File: src/rtl/sm2201_camac_pkg.sv
// Shared constants and types for the SM2201 ISA-to-CAMAC cycle controller:
// register offsets, CTRL/STATUS bit positions, the sequencer states and the debug view.
package sm2201_camac_pkg;

    localparam int TO_CNT_W = 8;

    localparam logic [2:0] OFF_DATA_LO = 3'd0;
    localparam logic [2:0] OFF_DATA_HI = 3'd1;
    localparam logic [2:0] OFF_ADDR_LO = 3'd2;
    localparam logic [2:0] OFF_ADDR_HI = 3'd3;
    localparam logic [2:0] OFF_CTRL    = 3'd4;

    localparam int CTRL_CLR_TIMEOUT = 0;
    localparam int CTRL_SET_IRQ_EN  = 1;
    localparam int CTRL_CLR_PENDING = 2;

    localparam int STAT_BUSY    = 7;
    localparam int STAT_TIMEOUT = 6;
    localparam int STAT_PENDING = 5;
    localparam int STAT_IRQ_EN  = 4;

    typedef enum logic [2:0] {
        ST_IDLE,
        ST_SETUP,
        ST_STROBE,
        ST_HOLD,
        ST_RELEASE
    } state_t;

    typedef struct packed {
        state_t                state;
        logic                  prr_sync;
        logic                  prr_fall;
        logic                  zk4_sync;
        logic [TO_CNT_W-1:0]   cnt;
    } dbg_t;

    function automatic logic [7:0] pack_status(input logic busy, input logic timeout,
                                               input logic pending, input logic irq_en);
        logic [7:0] s;
        s = 8'h00;
        s[STAT_BUSY]    = busy;
        s[STAT_TIMEOUT] = timeout;
        s[STAT_PENDING] = pending;
        s[STAT_IRQ_EN]  = irq_en;
        return s;
    endfunction

endpackage

File: src/rtl/sm2201_camac_cycle_controller_if.sv
// ISA slave port and CAMAC branch signals of the SM2201 board. The controller
// uses the slave view; the ISA host plus crate side uses the master view.
interface sm2201_camac_cycle_controller_if;

    logic        isa_ior;
    logic        isa_iow;
    logic        isa_aen;
    logic [9:0]  isa_addr;
    logic [7:0]  isa_data_in;
    logic [7:0]  isa_data_out;
    logic        isa_data_oe;
    logic        isa_chrdy;
    logic [7:0]  isa_irq;
    logic [11:0] cb_addr;
    logic [15:0] cb_data_out;
    logic        cb_data_oe;
    logic [15:0] cb_data_in;
    logic        cb_strobe;
    logic        cb_write;
    logic        cb_prr;
    logic        cb_zk4;

    modport slave (
        input  isa_ior, isa_iow, isa_aen, isa_addr, isa_data_in,
        input  cb_data_in, cb_prr, cb_zk4,
        output isa_data_out, isa_data_oe, isa_chrdy, isa_irq,
        output cb_addr, cb_data_out, cb_data_oe, cb_strobe, cb_write
    );

    modport master (
        output isa_ior, isa_iow, isa_aen, isa_addr, isa_data_in,
        output cb_data_in, cb_prr, cb_zk4,
        input  isa_data_out, isa_data_oe, isa_chrdy, isa_irq,
        input  cb_addr, cb_data_out, cb_data_oe, cb_strobe, cb_write
    );

endinterface

File: src/rtl/sm2201_sync_edge.sv
// Two-flop synchronizer for an asynchronous active-low crate line, with a
// one-clock pulse on each falling edge of the synchronized level.
module sm2201_sync_edge (
    input  logic i_clk,
    input  logic i_rst,
    input  logic i_async,
    output logic o_sync,
    output logic o_fall
);

    logic r_meta;
    logic r_sync;
    logic r_prev;

    // Flops reset low, so a line idling high after reset never produces a false fall.
    always_ff @(posedge i_clk) begin
        if (i_rst) begin
            r_meta <= 1'b0;
            r_sync <= 1'b0;
            r_prev <= 1'b0;
        end else begin
            r_meta <= i_async;
            r_sync <= r_meta;
            r_prev <= r_sync;
        end
    end

    assign o_sync = r_sync;
    assign o_fall = r_prev & ~r_sync;

endmodule

File: src/rtl/sm2201_camac_cycle_controller.sv
// ISA I/O window decoder and CAMAC single-cycle sequencer; holds the ISA bus in
// wait states via isa_chrdy until the crate acknowledges or the timeout expires.
module sm2201_camac_cycle_controller
    import sm2201_camac_pkg::*;
#(
    parameter logic [9:0] BASE_ADDR      = 10'h110,
    parameter int          SETUP_CYCLES   = 1,
    parameter int          TIMEOUT_CYCLES = 64,
    parameter int          IRQ_LINE       = 5
) (
    input  logic                           isa_clk,
    input  logic                           isa_reset,
    sm2201_camac_cycle_controller_if.slave bus,
    output dbg_t                           o_dbg
);

    localparam logic [TO_CNT_W-1:0] SETUP_LAST = TO_CNT_W'(SETUP_CYCLES - 1);
    localparam logic [TO_CNT_W-1:0] TO_LAST    = TO_CNT_W'(TIMEOUT_CYCLES - 1);

    state_t               r_state;
    state_t               w_next_state;
    logic [TO_CNT_W-1:0]  r_cnt;
    logic                 r_ior_q;
    logic                 r_iow_q;
    logic [15:0]          r_data;
    logic [11:0]          r_addr;
    logic                 r_timeout;
    logic                 r_pending;
    logic                 r_irq_en;
    logic                 r_is_write;
    logic                 r_cyc_to;
    logic [7:0]           r_data_out;

    logic                 w_prr_sync;
    logic                 w_prr_fall;
    logic                 w_zk4_sync;
    logic                 w_zk4_fall;
    logic [2:0]           w_off;
    logic                 w_win;
    logic                 w_sel;
    logic                 w_rd_cmd;
    logic                 w_wr_cmd;
    logic                 w_idle;
    logic                 w_start_rd;
    logic                 w_start_wr;
    logic                 w_reg_wr;
    logic                 w_clr_pend;
    logic                 w_ack;
    logic                 w_to_hit;
    logic                 w_chrdy;
    logic                 w_strobe;
    logic [11:0]          w_cb_addr;
    logic [15:0]          w_cb_dout;
    logic                 w_cb_oe;
    logic                 w_cb_write;
    logic [7:0]           w_rd_mux;
    logic [7:0]           w_irq;

    sm2201_sync_edge u_prr_sync (
        .i_clk   (isa_clk),
        .i_rst   (isa_reset),
        .i_async (bus.cb_prr),
        .o_sync  (w_prr_sync),
        .o_fall  (w_prr_fall)
    );

    sm2201_sync_edge u_zk4_sync (
        .i_clk   (isa_clk),
        .i_rst   (isa_reset),
        .i_async (bus.cb_zk4),
        .o_sync  (w_zk4_sync),
        .o_fall  (w_zk4_fall)
    );

    // A command is the first clock a strobe is seen low; both strobes low is a bus fault.
    assign w_off      = bus.isa_addr[2:0];
    assign w_win      = (bus.isa_addr[9:3] == BASE_ADDR[9:3]);
    assign w_sel      = w_win & ~bus.isa_aen;
    assign w_rd_cmd   = w_sel & r_ior_q & ~bus.isa_ior & bus.isa_iow;
    assign w_wr_cmd   = w_sel & r_iow_q & ~bus.isa_iow & bus.isa_ior;
    assign w_idle     = (r_state == ST_IDLE);
    assign w_start_rd = w_idle & w_rd_cmd & (w_off == OFF_DATA_LO);
    assign w_start_wr = w_idle & w_wr_cmd & (w_off == OFF_DATA_HI);
    assign w_reg_wr   = w_idle & w_wr_cmd;
    assign w_clr_pend = w_reg_wr & (w_off == OFF_CTRL) & bus.isa_data_in[CTRL_CLR_PENDING];

    always_ff @(posedge isa_clk) begin
        if (isa_reset) begin
            r_state <= ST_IDLE;
        end else begin
            r_state <= w_next_state;
        end
    end

    always_comb begin
        w_next_state = r_state;
        w_ack        = 1'b0;
        w_to_hit     = 1'b0;
        w_chrdy      = 1'b1;
        w_strobe     = 1'b0;
        w_cb_addr    = '0;
        w_cb_dout    = '0;
        w_cb_oe      = 1'b0;
        w_cb_write   = 1'b0;
        if (r_state != ST_IDLE) begin
            w_cb_addr  = r_addr;
            w_cb_write = r_is_write;
            w_cb_oe    = r_is_write;
            if (r_is_write) begin
                w_cb_dout = r_data;
            end
        end
        case (r_state)
            ST_IDLE: begin
                if (w_start_rd || w_start_wr) begin
                    w_next_state = ST_SETUP;
                end
            end
            ST_SETUP: begin
                w_chrdy = 1'b0;
                if (r_cnt == SETUP_LAST) begin
                    w_next_state = ST_STROBE;
                end
            end
            ST_STROBE: begin
                w_chrdy  = 1'b0;
                w_strobe = 1'b1;
                if (!w_prr_sync) begin
                    w_ack        = 1'b1;
                    w_next_state = ST_HOLD;
                end else if (r_cnt == TO_LAST) begin
                    w_to_hit     = 1'b1;
                    w_next_state = ST_HOLD;
                end
            end
            ST_HOLD: begin
                // After a timeout the crate never drove prr, so there is nothing to wait for.
                w_chrdy = 1'b0;
                if (w_prr_sync || r_cyc_to) begin
                    w_next_state = ST_RELEASE;
                end
            end
            ST_RELEASE: begin
                if (bus.isa_ior && bus.isa_iow) begin
                    w_next_state = ST_IDLE;
                end
            end
            default: begin
                w_next_state = ST_IDLE;
            end
        endcase
    end

    // One counter serves both SETUP and STROBE; it restarts on every state change and saturates.
    always_ff @(posedge isa_clk) begin
        if (isa_reset) begin
            r_cnt <= '0;
        end else if (w_next_state != r_state) begin
            r_cnt <= '0;
        end else if (r_cnt != '1) begin
            r_cnt <= r_cnt + 1'b1;
        end
    end

    always_comb begin
        w_rd_mux = 8'h00;
        case (w_off)
            OFF_DATA_LO: w_rd_mux = r_data[7:0];
            OFF_DATA_HI: w_rd_mux = r_data[15:8];
            OFF_ADDR_LO: w_rd_mux = r_addr[7:0];
            OFF_ADDR_HI: w_rd_mux = {4'h0, r_addr[11:8]};
            OFF_CTRL:    w_rd_mux = pack_status(~w_idle, r_timeout, r_pending, r_irq_en);
            default:     w_rd_mux = 8'h00;
        endcase
    end

    always_ff @(posedge isa_clk) begin
        if (isa_reset) begin
            r_ior_q    <= 1'b0;
            r_iow_q    <= 1'b0;
            r_data     <= '0;
            r_addr     <= '0;
            r_timeout  <= 1'b0;
            r_pending  <= 1'b0;
            r_irq_en   <= 1'b0;
            r_is_write <= 1'b0;
            r_cyc_to   <= 1'b0;
            r_data_out <= '0;
        end else begin
            r_ior_q    <= bus.isa_ior;
            r_iow_q    <= bus.isa_iow;
            r_data_out <= w_rd_mux;
            if (w_reg_wr) begin
                case (w_off)
                    OFF_DATA_LO: r_data[7:0]  <= bus.isa_data_in;
                    OFF_DATA_HI: r_data[15:8] <= bus.isa_data_in;
                    OFF_ADDR_LO: r_addr[7:0]  <= bus.isa_data_in;
                    OFF_ADDR_HI: r_addr[11:8] <= bus.isa_data_in[3:0];
                    OFF_CTRL: begin
                        if (bus.isa_data_in[CTRL_CLR_TIMEOUT]) begin
                            r_timeout <= 1'b0;
                        end
                        if (bus.isa_data_in[CTRL_SET_IRQ_EN]) begin
                            r_irq_en <= 1'b1;
                        end
                    end
                    default: ;
                endcase
            end
            if (w_start_rd || w_start_wr) begin
                r_is_write <= w_start_wr;
                r_cyc_to   <= 1'b0;
            end
            if (w_ack && !r_is_write) begin
                r_data <= bus.cb_data_in;
            end
            if (w_to_hit) begin
                r_timeout <= 1'b1;
                r_cyc_to  <= 1'b1;
                if (!r_is_write) begin
                    r_data <= 16'hFFFF;
                end
            end
            if (w_zk4_fall) begin
                r_pending <= 1'b1;
            end else if (w_clr_pend) begin
                r_pending <= 1'b0;
            end
        end
    end

    always_comb begin
        w_irq           = 8'h00;
        w_irq[IRQ_LINE] = r_pending & r_irq_en;
    end

    assign bus.isa_data_out = r_data_out;
    assign bus.isa_data_oe  = w_win & ~bus.isa_ior & ~bus.isa_aen;
    assign bus.isa_chrdy    = w_chrdy;
    assign bus.isa_irq      = w_irq;
    assign bus.cb_addr      = w_cb_addr;
    assign bus.cb_data_out  = w_cb_dout;
    assign bus.cb_data_oe   = w_cb_oe;
    assign bus.cb_strobe    = w_strobe;
    assign bus.cb_write     = w_cb_write;

    assign o_dbg.state    = r_state;
    assign o_dbg.prr_sync = w_prr_sync;
    assign o_dbg.prr_fall = w_prr_fall;
    assign o_dbg.zk4_sync = w_zk4_sync;
    assign o_dbg.cnt      = r_cnt;

endmodule

File: src/flat_wrapper.sv
// flat-port wrapper written by rule: the top's interface ports become plain ports
module sm2201_camac_cycle_controller_flat import sm2201_camac_pkg::*;
#(
    parameter logic [9:0] BASE_ADDR      = 10'h110,
    parameter int          SETUP_CYCLES   = 1,
    parameter int          TIMEOUT_CYCLES = 64,
    parameter int          IRQ_LINE       = 5
)
  (isa_clk, isa_reset, o_dbg, bus_isa_ior, bus_isa_iow, bus_isa_aen, bus_isa_addr, bus_isa_data_in, bus_cb_data_in, bus_cb_prr, bus_cb_zk4, bus_isa_data_out, bus_isa_data_oe, bus_isa_chrdy, bus_isa_irq, bus_cb_addr, bus_cb_data_out, bus_cb_data_oe, bus_cb_strobe, bus_cb_write);
  sm2201_camac_cycle_controller_if bus_i ();
  input  logic isa_clk;
  input  logic isa_reset;
  output dbg_t o_dbg;
  input wire logic [$bits(bus_i.isa_ior)-1:0] bus_isa_ior;
  input wire logic [$bits(bus_i.isa_iow)-1:0] bus_isa_iow;
  input wire logic [$bits(bus_i.isa_aen)-1:0] bus_isa_aen;
  input wire logic [$bits(bus_i.isa_addr)-1:0] bus_isa_addr;
  input wire logic [$bits(bus_i.isa_data_in)-1:0] bus_isa_data_in;
  input wire logic [$bits(bus_i.cb_data_in)-1:0] bus_cb_data_in;
  input wire logic [$bits(bus_i.cb_prr)-1:0] bus_cb_prr;
  input wire logic [$bits(bus_i.cb_zk4)-1:0] bus_cb_zk4;
  output wire logic [$bits(bus_i.isa_data_out)-1:0] bus_isa_data_out;
  output wire logic [$bits(bus_i.isa_data_oe)-1:0] bus_isa_data_oe;
  output wire logic [$bits(bus_i.isa_chrdy)-1:0] bus_isa_chrdy;
  output wire logic [$bits(bus_i.isa_irq)-1:0] bus_isa_irq;
  output wire logic [$bits(bus_i.cb_addr)-1:0] bus_cb_addr;
  output wire logic [$bits(bus_i.cb_data_out)-1:0] bus_cb_data_out;
  output wire logic [$bits(bus_i.cb_data_oe)-1:0] bus_cb_data_oe;
  output wire logic [$bits(bus_i.cb_strobe)-1:0] bus_cb_strobe;
  output wire logic [$bits(bus_i.cb_write)-1:0] bus_cb_write;
  assign bus_i.isa_ior = bus_isa_ior;
  assign bus_i.isa_iow = bus_isa_iow;
  assign bus_i.isa_aen = bus_isa_aen;
  assign bus_i.isa_addr = bus_isa_addr;
  assign bus_i.isa_data_in = bus_isa_data_in;
  assign bus_i.cb_data_in = bus_cb_data_in;
  assign bus_i.cb_prr = bus_cb_prr;
  assign bus_i.cb_zk4 = bus_cb_zk4;
  assign bus_isa_data_out = bus_i.isa_data_out;
  assign bus_isa_data_oe = bus_i.isa_data_oe;
  assign bus_isa_chrdy = bus_i.isa_chrdy;
  assign bus_isa_irq = bus_i.isa_irq;
  assign bus_cb_addr = bus_i.cb_addr;
  assign bus_cb_data_out = bus_i.cb_data_out;
  assign bus_cb_data_oe = bus_i.cb_data_oe;
  assign bus_cb_strobe = bus_i.cb_strobe;
  assign bus_cb_write = bus_i.cb_write;
  sm2201_camac_cycle_controller #(.BASE_ADDR(BASE_ADDR), .SETUP_CYCLES(SETUP_CYCLES), .TIMEOUT_CYCLES(TIMEOUT_CYCLES), .IRQ_LINE(IRQ_LINE)) u_core (.isa_clk(isa_clk), .isa_reset(isa_reset), .bus(bus_i), .o_dbg(o_dbg));
endmodule
File: config.mk
export PLATFORM = sky130hd
export DESIGN_NAME = sm2201_camac_cycle_controller_flat
export DESIGN_NICKNAME = d
export VERILOG_FILES = /design/src/rtl/sm2201_camac_pkg.sv /design/src/rtl/sm2201_camac_cycle_controller_if.sv /design/src/rtl/sm2201_sync_edge.sv /design/src/rtl/sm2201_camac_cycle_controller.sv /design/src/flat_wrapper.sv
export SDC_FILE = /design/constraint.sdc
export NUM_CORES = 1
export LEC_CHECK = 0
export ABC_AREA = 1
export CORE_ASPECT_RATIO = 0.75
export CORE_UTILIZATION = 50
export CTS_BUF_LIST = sky130_fd_sc_hd__clkbuf_8
export DETAILED_ROUTE_END_ITERATION = 12
export DONT_BUFFER_PORTS = 1
export PLACE_DENSITY = 0.72
export SLEW_MARGIN = 30
export SYNTH_ARGS = -nofsm -noshare
export SYNTH_HDL_FRONTEND = slang
export SYNTH_SLANG_ARGS = --single-unit
export TNS_END_PERCENT = 100
File: constraint.sdc
create_clock -name isa_clk -period 3.35 [get_ports isa_clk]
set_input_delay 0.8375 -clock isa_clk [delete_from_list [all_inputs] [get_ports isa_clk]]
set_output_delay 0.8375 -clock isa_clk [all_outputs]
set_load 0.05 [all_outputs]
==> results of run 1 <==
==> metrics by stage <==
stage               instances  total power, µW
floorplan                 452              828
global placement          540              820
detailed placement        540              822
CTS                       555             1330
global route              555             1390
finish                    555             1330
==> area by class of cell <==
type,count,area (µm²)
Clock buffer,9,124
Inverter,82,308
Tap cell,78,97.6
Clock inverter,6,26.3
Timing Repair Buffer,33,248
Fill cell,564,2420
Multi-Input combinational cell,287,1460
Sequential cell,60,1200
==> cells by family (layout without fill, tap and decap cells) <==
kind of cell,Yosys count,in the layout,synth area share (%)
AND/OR/NAND/NOR,195,195,29.3
buffers and inverters,105,130,14.6
AO/OA/AOI/OAI,79,79,15.2
flip-flops,60,60,38.9
XOR/XNOR,4,4,1.13
adder cells (fa/ha/maj),2,2,0.810
other,1,7,0.121
==> Yosys cell counts <==
| cell type | number | area [µm²] |
|---|---|---|
| sky130_fd_sc_hd__nor2_1 | 85 | 319 |
| sky130_fd_sc_hd__inv_1 | 77 | 289 |
| sky130_fd_sc_hd__dfxtp_1 | 60 | 1200 |
| sky130_fd_sc_hd__nand2_1 | 59 | 221 |
| sky130_fd_sc_hd__a21oi_1 | 41 | 205 |
| sky130_fd_sc_hd__nand3_1 | 25 | 125 |
| sky130_fd_sc_hd__a211oi_1 | 12 | 90.1 |
| sky130_fd_sc_hd__buf_4 | 12 | 90.1 |
| sky130_fd_sc_hd__a221oi_1 | 8 | 70.1 |
| sky130_fd_sc_hd__o22ai_1 | 8 | 50.1 |
| sky130_fd_sc_hd__clkbuf_1 | 7 | 26.3 |
| sky130_fd_sc_hd__o21ai_0 | 7 | 35.0 |
| sky130_fd_sc_hd__inv_2 | 5 | 18.8 |
| sky130_fd_sc_hd__nand4_1 | 5 | 31.3 |
| sky130_fd_sc_hd__xor2_1 | 4 | 35.0 |
| sky130_fd_sc_hd__buf_2 | 3 | 15.0 |
| sky130_fd_sc_hd__nand2_2 | 3 | 18.8 |
| sky130_fd_sc_hd__nand3_2 | 3 | 30.0 |
| sky130_fd_sc_hd__nor2_2 | 3 | 18.8 |
| sky130_fd_sc_hd__nor2_4 | 3 | 33.8 |
| sky130_fd_sc_hd__ha_1 | 2 | 25.0 |
| sky130_fd_sc_hd__nand2_4 | 2 | 22.5 |
| sky130_fd_sc_hd__nor3_1 | 2 | 10.0 |
| sky130_fd_sc_hd__a31oi_1 | 1 | 6.26 |
| sky130_fd_sc_hd__a32oi_1 | 1 | 8.76 |
| sky130_fd_sc_hd__buf_6 | 1 | 11.3 |
| sky130_fd_sc_hd__conb_1 | 1 | 3.75 |
| sky130_fd_sc_hd__nand3_4 | 1 | 17.5 |
| sky130_fd_sc_hd__nand3b_1 | 1 | 7.51 |
| sky130_fd_sc_hd__nor2_8 | 1 | 20.0 |
| sky130_fd_sc_hd__nor3_4 | 1 | 16.3 |
| sky130_fd_sc_hd__nor4_2 | 1 | 12.5 |
| sky130_fd_sc_hd__o21ai_1 | 1 | 5.00 |
==> worst min-delay path by stage <==
stage	endpoint	slack [ps]	startpoint
floorplan	u_core.u_prr_sync.o_sync$_SDFF_PP0_	390	u_core.u_prr_sync.r_meta$_SDFF_PP0_
finish	u_core.u_prr_sync.o_sync$_SDFF_PP0_	400	u_core.u_prr_sync.r_meta$_SDFF_PP0_
global placement	u_core.u_zk4_sync.o_sync$_SDFF_PP0_	390	u_core.u_zk4_sync.r_meta$_SDFF_PP0_
global route	u_core.u_prr_sync.o_sync$_SDFF_PP0_	420	u_core.u_prr_sync.r_meta$_SDFF_PP0_
CTS	u_core.u_prr_sync.o_sync$_SDFF_PP0_	410	u_core.u_prr_sync.r_meta$_SDFF_PP0_
detailed placement	u_core.u_prr_sync.o_sync$_SDFF_PP0_	400	u_core.u_prr_sync.r_meta$_SDFF_PP0_
==> critical path: cells and delay by family (launching register included) <==
| kind | cells | cell delay, ps |
|---|---|---|
| flops | 1 | 310 |
| simple gates | 3 | 280 |
| buf+inv | 4 | 1100 |
==> placed cells by master (no fill, tap or decap), drive strengths merged <==
master / instances
nand2: 64
conb: 7
o22ai: 8
a221oi: 8
nand3: 29
clkbuf: 9
o21ai: 8
a21oi: 41
dfxtp: 60
a32oi: 1
nor2: 92
ha: 2
a211oi: 12
a31oi: 1
nand3b: 1
inv: 85
buf: 33
nor4: 1
nor3: 3
clkinv: 3
nand4: 5
xor2: 4
==> power by group through the flow <==
stage               combinational (µW)  clock [µW]  sequential, µW
detailed placement                62.4           0             760
floorplan                         73.5           0             755
global route                      70.5         573             744
global placement                  60.2           0             759
CTS                               62.4         528             744
finish                            62.9         523             744
==> sequential cells by signal, summed over array words and instances, names as in the netlist <==
name and count:
u_core.r_data 16, u_core.r_addr 12, u_core.bus.isa_data_out 8, u_core.r_cnt 8, u_core.r_state 3, u_core.r_cyc_to 1, u_core.r_ior_q 1, u_core.r_iow_q 1
u_core.r_irq_en 1, u_core.r_is_write 1, u_core.r_pending 1, u_core.r_timeout 1, u_core.u_prr_sync.o_sync 1, u_core.u_prr_sync.r_meta 1, u_core.u_prr_sync.r_prev 1, u_core.u_zk4_sync.o_sync 1
u_core.u_zk4_sync.r_meta 1, u_core.u_zk4_sync.r_prev 1
==> per-layer routing <==
metal / part of all wire (%) / vias to the layer above / wire, µm / track usage (%)
met2: 40 / 148 / 3220 / 35.5
met4: 1.6 / 0 / 131 / 7.35
li1: - / 1456 / - / -
met1: 47 / 1304 / 3730 / 37.2
met5: 0 / - / 0 / 0
met3: 12 / 13 / 929 / 10.9
==> flow_summary.yaml, run 1 <==
status:
  run_status: "finished clean"
pwr:
  total_switching_power_uw: 342
  power_frac_clock_pct: 39.3
  power.static_leakage_uw: 0.00155
  seqPwrFrac_pct: 55.9
  internal_power_uw: 988
  max_rail_drop_vdd_uv: 292
  p_comb_share_pct: 4.7
  power.share.switching_pct: 25.7
  powerDensity_nw_per_um2: 383
worst_setup_path:
  crit_path_end_kind: "output pin"
  crit_required_ps: 2510
  startpoint: "u_core.r_state[2]$_SDFF_PP0_"
  critical_path_most_common_cell: "sky130_fd_sc_hd__inv_1"
  critPathCapture: "bus_cb_data_out[15]"
  reg2reg_from: "u_core.r_cnt[0]$_SDFFE_PP0P_"
  arrival_ps: 2040
  reg2reg_depth: 9
  critical_path.max_stage_delay_ps: 400
  timing.setup.critical_path_class: "reg2out"
  worst-path-max-fanout: 16
  worst_setup_path_start_kind: "register"
  worst_path_max_delay_cell: "sky130_fd_sc_hd__inv_1"
  cp_cell_sequence: "inv_1 > nand2_2 > inv_1 > nor2_2 > inv_1 > nor2_1 > buf_4"
  worst-r2r-setup-slack_ps: 990
  reg_to_reg_endpoint: "u_core.r_data[14]$_SDFF_PP0_"
grt:
  initial_antenna_violation_count: 0
  globalRouteOverflowTotal: 0
  grt_pass1_wl_mm: 12.9
  number_of_global_route_vias_before_repair: 2625
  grt_start_max_net_pins: 54
  grt_usage_pct: 26.0
sta:
  final.setup.worst_slack_ps: 471
  upper_clock_frequency_limit_ghz: 0.347
  setup_viol: 0
  holdWs_ps: 404
  worstMarginPinSlew_ps: 996
  period_share_pct: 85.9
  finalMaxSlewViolations: 0
  final_period_minus_worst_setup_slack_ps: 2880
  worst_clock_skew_ps: 8.82
  rsz_0062_raised_after_global_routing: "no"
  final-hold-violation-count: 0
  final.setup.tns_ps: 0
  timing.slew.headroom_pct: 33.1
place:
  post-dp-hpwl_mm: 6.00
  postPlaceCellArea_um2: 3320
  place_congestion: 0.886
  io_buffers: 0
  dp_worst_setup_slack_ps: 856
final_layout:
  drive_above_1_share_pct: 14.5
  antenna_cells_inserted: 0
  area_growth_pct: 12.2
  fin_nets: 516
  final_core_utilization_pct: 58.9
  area_of_all_placed_cells_without_fillers_um2: 3470
die:
  floorplan.rows: 24
  coreArea_um2: 5890
  starting_utilization_of_the_core_area_pct: 52.5
  die-width_um: 92.8
  die_y_um: 70.1
  design.die.area_um2: 6500
  ios: 104
detailed_routing:
  vias_per_cell: 5.26
  drt_first_iter_violations: 276
  route.vias.total: 2921
  antenna_left: 0
  drc: 0
  detail_route.first_pass.iterations: 5
  drt-total-wl_mm: 8.01
  wl_per_cell_um: 14.4
cts:
  insertion_delay_ps: 350
  cts.path.max_buffers: 2
  cts.clk_slew.worst_paths_ps: 60
  cts_post_setup_buffers_inserted: 0
  clkSinkCount: 60
  root_buffer: "sky130_fd_sc_hd__clkbuf_8"
  cts_tree: "yes"
  cts_buffers: 9
  post_cts_resized: 0
  cts.htree.levels: 3
  hold_fix_buffer_count_after_cts: 0
logic_synthesis:
  yosysWarningCount: 0
  synth-seq-area-share_pct: 38.9
  synth_cells: 446
  syn_area_per_cell_um2: 6.93
  distinct_cell_type_count_of_the_synthesized_netlist: 33
  syn-cell-area_um2: 3090
  postSynthRegisterBits: 60
run:
  maxCapViolations: 0
worst_hold_path:
  worstHoldPathCells: 2
  hold_removal_path_class: "reg2reg"
Power figures use the tool's default switching activity.
==> inputs of run 2 (changes only) <==
--- a/config.mk
+++ b/config.mk
@@ -7,11 +7,11 @@
 export LEC_CHECK = 0
 export ABC_AREA = 1
 export CORE_ASPECT_RATIO = 0.75
-export CORE_UTILIZATION = 50
+export CORE_UTILIZATION = 51
 export CTS_BUF_LIST = sky130_fd_sc_hd__clkbuf_8
 export DETAILED_ROUTE_END_ITERATION = 12
 export DONT_BUFFER_PORTS = 1
-export PLACE_DENSITY = 0.72
+export PLACE_DENSITY = 0.73
 export SLEW_MARGIN = 30
 export SYNTH_ARGS = -nofsm -noshare
 export SYNTH_HDL_FRONTEND = slang
==> flow_summary.yaml, run 2 (synthesis gave the netlist of run 1 again) <==
worst_setup_path:
  worst_path_max_delay_cell: "sky130_fd_sc_hd__inv_1"
  worst-path-max-fanout: 16
  crit_required_ps: 2510
  critical_path_most_common_cell: "sky130_fd_sc_hd__inv_1"
  critical_path.max_stage_delay_ps: 400
  cp_cell_sequence: "inv_1 > nand2_2 > inv_1 > nor2_2 > inv_1 > nor2_1 > buf_4"
  arrival_ps: 2020
  worst_setup_path_start_kind: "register"
  crit_path_end_kind: "output pin"
  worst-r2r-setup-slack_ps: 970
  timing.setup.critical_path_class: "reg2out"
die:
  die-width_um: 91.9
  coreArea_um2: 5830
  floorplan.rows: 24
  design.die.area_um2: 6380
  die_y_um: 69.4
  starting_utilization_of_the_core_area_pct: 53.0
  ios: 104
sta:
  period_share_pct: 85.3
  timing.slew.headroom_pct: 36.3
  setup_viol: 0
  finalMaxSlewViolations: 0
  rsz_0062_raised_after_global_routing: "no"
  worstMarginPinSlew_ps: 949
  final_period_minus_worst_setup_slack_ps: 2860
  final.setup.tns_ps: 0
  final-hold-violation-count: 0
  upper_clock_frequency_limit_ghz: 0.350
  worst_clock_skew_ps: 4.87
cts:
  cts_post_setup_buffers_inserted: 0
  cts.path.max_buffers: 2
  post_cts_resized: 0
  cts.clk_slew.worst_paths_ps: 70
  insertion_delay_ps: 340
  hold_fix_buffer_count_after_cts: 0
  cts_tree: "yes"
  root_buffer: "sky130_fd_sc_hd__clkbuf_8"
  clkSinkCount: 60
  cts.htree.levels: 3
  cts_buffers: 9
final_layout:
  largest_register_ff_count: 16
  registers.top_by_ff_count: "u_core.r_data"
  commonest_non_fill_non_tap_cells_in_the_layout: "sky130_fd_sc_hd__nor2_1 (84), sky130_fd_sc_hd__inv_1 (79), sky130_fd_sc_hd__dfxtp_1 (60)"
  area_growth_pct: 13.1
  antenna_cells_inserted: 0
  fin_nets: 517
  drive_above_1_share_pct: 15.0
  layout_commonest_cell: "sky130_fd_sc_hd__nor2_1"
  final_core_utilization_pct: 60.0
  layout_top_registers: "u_core.r_data: 16 flops, u_core.r_addr: 12 flops"
detailed_routing:
  drt-total-wl_mm: 8.12
  drc: 0
  drt_first_iter_violations: 259
  vias_per_cell: 5.25
  wl_per_cell_um: 14.6
  route.vias.total: 2927
  detail_route.first_pass.iterations: 4
  antenna_left: 0
grt:
  globalRouteOverflowTotal: 0
  initial_antenna_violation_count: 0
  number_of_global_route_vias_before_repair: 2664
  grt_usage_pct: 26.5
  grt_pass1_wl_mm: 13.0
  grt_start_max_net_pins: 54
pwr:
  post-layout-total-power_uw: 1370
  powerDensity_nw_per_um2: 391
  max_rail_drop_vdd_uv: 348
  power.static_leakage_uw: 0.00156
place:
  io_buffers: 0
  place_congestion: 0.928
  post-dp-hpwl_mm: 6.05
worst_hold_path:
  hold_removal_path_class: "reg2reg"
run:
  maxCapViolations: 0
status:
  run_status: "finished clean"
==> run 2: through the flow <==
| stage | setup WS [ps] | hold slack [ps] | instances | area [µm²] |
|---|---|---|---|---|
| after floorplan | -107 | 388 | 452 | 3120 |
| after global placement | 933 | 390 | 541 | 3330 |
| after detailed placement | 849 | 395 | 541 | 3330 |
| after CTS | 471 | 405 | 557 | 3500 |
| after global routing | 272 | 417 | 557 | 3500 |
| final | 493 | 400 | 557 | 3500 |
==> run 2: where the power goes <==
| group | internal [µW] | switching, µW |
|---|---|---|
| Clock | 280 | 280 |
| Combinational | 16.6 | 50.9 |
| Sequential | 721 | 18.4 |
| Total | 1020 | 349 |
==> run 2: metal layers <==
metal	vias up	track usage (%)	routed length, µm
met3	13	9.32	876
met2	143	38.7	3420
met4	0	8.51	146
met1	1312	36.6	3670
met5	-	0	0
li1	1459	-	-
==> run 2: final timing paths <==
check / cells past startpoint / from / to
worst min register to register: 2 / u_core.u_prr_sync.r_meta$_SDFF_PP0_ / u_core.u_prr_sync.o_sync$_SDFF_PP0_
worst max register to register: 9 / u_core.r_cnt[1]$_SDFFE_PP0P_ / u_core.r_data[15]$_SDFF_PP0_
worst max-delay path: 7 / u_core.r_state[2]$_SDFF_PP0_ / bus_cb_data_out[3]
worst min-delay path: 2 / u_core.u_prr_sync.r_meta$_SDFF_PP0_ / u_core.u_prr_sync.o_sync$_SDFF_PP0_
==> run 2: area by class of cell <==
| class | count | area (µm²) |
|---|---|---|
| well taps | 78 | 97.6 |
| clock buffers | 10 | 138 |
| multi-input cells | 287 | 1460 |
| flip-flops and latches | 60 | 1200 |
| repair buffers | 34 | 255 |
| inverters | 82 | 308 |
| clock inverters | 6 | 32.5 |
| fillers | 571 | 2330 |
==> run 2: worst max-delay path: cells and delay by family, from the launching register on <==
family,cells,cell delay (ps)
flops,1,320
buf+inv,4,1080
simple gates,3,280
==> inputs of run 3 (changes only) <==
--- a/config.mk
+++ b/config.mk
@@ -7,11 +7,11 @@
 export LEC_CHECK = 0
 export ABC_AREA = 1
 export CORE_ASPECT_RATIO = 0.75
-export CORE_UTILIZATION = 51
+export CORE_UTILIZATION = 65
 export CTS_BUF_LIST = sky130_fd_sc_hd__clkbuf_8
 export DETAILED_ROUTE_END_ITERATION = 12
 export DONT_BUFFER_PORTS = 1
-export PLACE_DENSITY = 0.73
+export PLACE_DENSITY = 0.88
 export SLEW_MARGIN = 30
 export SYNTH_ARGS = -nofsm -noshare
 export SYNTH_HDL_FRONTEND = slang
==> flow_summary.yaml, run 3 (synthesis gave the netlist of run 1 again) <==
detailed_routing:
  drt_first_iter_violations: 412
  drc: 0
  vias_per_cell: 5.68
  detail_route.first_pass.iterations: 7
  wl_per_cell_um: 15.5
  antenna_left: 0
  route.vias.total: 3031
  drt-total-wl_mm: 8.28
final_layout:
  fin_nets: 517
  largest_register_ff_count: 16
  commonest_non_fill_non_tap_cells_in_the_layout: "sky130_fd_sc_hd__nor2_1 (84), sky130_fd_sc_hd__inv_1 (78), sky130_fd_sc_hd__dfxtp_1 (60)"
  drive_above_1_share_pct: 14.9
  layout_commonest_cell: "sky130_fd_sc_hd__nor2_1"
  final_cells: 534
  area_growth_pct: 11.8
  antenna_cells_inserted: 0
  registers.top_by_ff_count: "u_core.r_data"
  layout_top_registers: "u_core.r_data: 16 flops, u_core.r_addr: 12 flops"
worst_setup_path:
  critical_path_most_common_cell: "sky130_fd_sc_hd__inv_1"
  crit_required_ps: 2510
  worst_path_max_delay_cell: "sky130_fd_sc_hd__inv_1"
  crit_path_end_kind: "output pin"
  arrival_ps: 2030
  worst-path-max-fanout: 16
  worst_setup_path_start_kind: "register"
  critical_path.max_stage_delay_ps: 390
  timing.setup.critical_path_class: "reg2out"
  worst-path-buf-inv: 4
  cp_cell_sequence: "inv_1 > nand2_2 > inv_1 > nor2_2 > inv_1 > nor2_1 > buf_4"
  cp_top_family: "buffers and inverters"
die:
  design.die.area_um2: 5040
  floorplan.rows: 21
  die_y_um: 61.7
  ios: 104
  starting_utilization_of_the_core_area_pct: 68.4
  die-width_um: 81.6
  coreArea_um2: 4520
place:
  post-dp-hpwl_mm: 6.08
  io_buffers: 0
  place_congestion: 0.926
  dp_worst_setup_slack_ps: 848
  placedCellCount: 520
cts:
  cts_tree: "yes"
  cts.path.max_buffers: 2
  cts.clk_slew.worst_paths_ps: 60
  cts.htree.levels: 3
  cts_buffers: 9
  root_buffer: "sky130_fd_sc_hd__clkbuf_8"
  insertion_delay_ps: 350
  post_cts_resized: 0
  clkSinkCount: 60
  cts_post_setup_buffers_inserted: 0
  hold_fix_buffer_count_after_cts: 0
grt:
  grt_start_max_net_pins: 54
  globalRouteOverflowTotal: 0
  initial_antenna_violation_count: 0
  grt_usage_pct: 34.5
  number_of_global_route_vias_before_repair: 2531
  grt_pass1_wl_mm: 12.4
sta:
  setup_viol: 0
  final.setup.worst_slack_ps: 484
  holdWs_ps: 411
  rsz_0062_raised_after_global_routing: "no"
  worstMarginPinSlew_ps: 931
  worst_clock_skew_ps: 5.45
  final-hold-violation-count: 0
  timing.slew.headroom_pct: 37.5
  finalMaxSlewViolations: 0
  period_share_pct: 85.5
  final.setup.tns_ps: 0
  final_period_minus_worst_setup_slack_ps: 2870
  upper_clock_frequency_limit_ghz: 0.349
pwr:
  power.static_leakage_uw: 0.00156
  powerDensity_nw_per_um2: 391
  post-layout-total-power_uw: 1350
  max_rail_drop_vdd_uv: 321
status:
  run_status: "finished clean"
worst_hold_path:
  hold_removal_path_class: "reg2reg"
run:
  maxCapViolations: 0
[run 3: cell types whose count changed in the layout (fill, tap and decap cells not counted), sizes merged]
cell / before / now
clkinvlp: 2 / 0
clkinv: 2 / 3
inv: 84 / 83
[run 3: metal layers]
metal | vias up | part of all wire [%] | global-route usage [%]
li1 | 1458 | - | -
met1 | 1360 | 42 | 48.0
met2 | 191 | 42 | 47.7
met3 | 22 | 14 | 15.8
met4 | 0 | 1.7 | 10.0
met5 | - | 0 | 0
[run 3: where the power goes]
part / switching (µW) / leakage (µW) / total, µW / internal [µW]
registers: 18.5 / 0.000485 / 740 / 722
logic: 52.7 / 0.000982 / 69.4 / 16.6
clock network: 270 / 0.0000890 / 543 / 273
total: 341 / 0.00156 / 1350 / 1010
[run 3: path summary, 6_finish.rpt]
kind / from / endpoint / slack, ps / cells past startpoint
worst min register to register: u_core.u_zk4_sync.r_meta$_SDFF_PP0_ / u_core.u_zk4_sync.o_sync$_SDFF_PP0_ / 410 / 2
worst max-delay path: u_core.r_state[2]$_SDFF_PP0_ / bus_cb_data_out[1] / 480 / 7
worst max register to register: u_core.r_cnt[1]$_SDFFE_PP0P_ / u_core.r_data[11]$_SDFF_PP0_ / 900 / 9
worst min-delay path: u_core.u_zk4_sync.r_meta$_SDFF_PP0_ / u_core.u_zk4_sync.o_sync$_SDFF_PP0_ / 410 / 2
[run 3: worst register-to-register path: cells and delay by family, from the launching register on]
kind	cells	cell delay (ps)
AO/OA/AOI/OAI	2	330
adder cells (fa/ha/maj)	1	270
AND/OR/NAND/NOR	5	870
flip-flops	1	710
buffers and inverters	1	180
[run 3: area by class of cell]
class | instances | area, µm²
well taps | 57 | 71.3
inverters | 82 | 308
clock inverters | 4 | 18.8
multi-input cells | 287 | 1460
clock buffers | 10 | 138
fillers | 360 | 1060
flip-flops and latches | 60 | 1200
repair buffers | 34 | 255
[run 3: metrics by stage]
step	util, %	cell area [µm²]
after floorplan	-	3120
after global placement	73.0	3300
after detailed placement	73.0	3300
after CTS	76.5	3460
after global routing	76.5	3460
final	76.5	3460
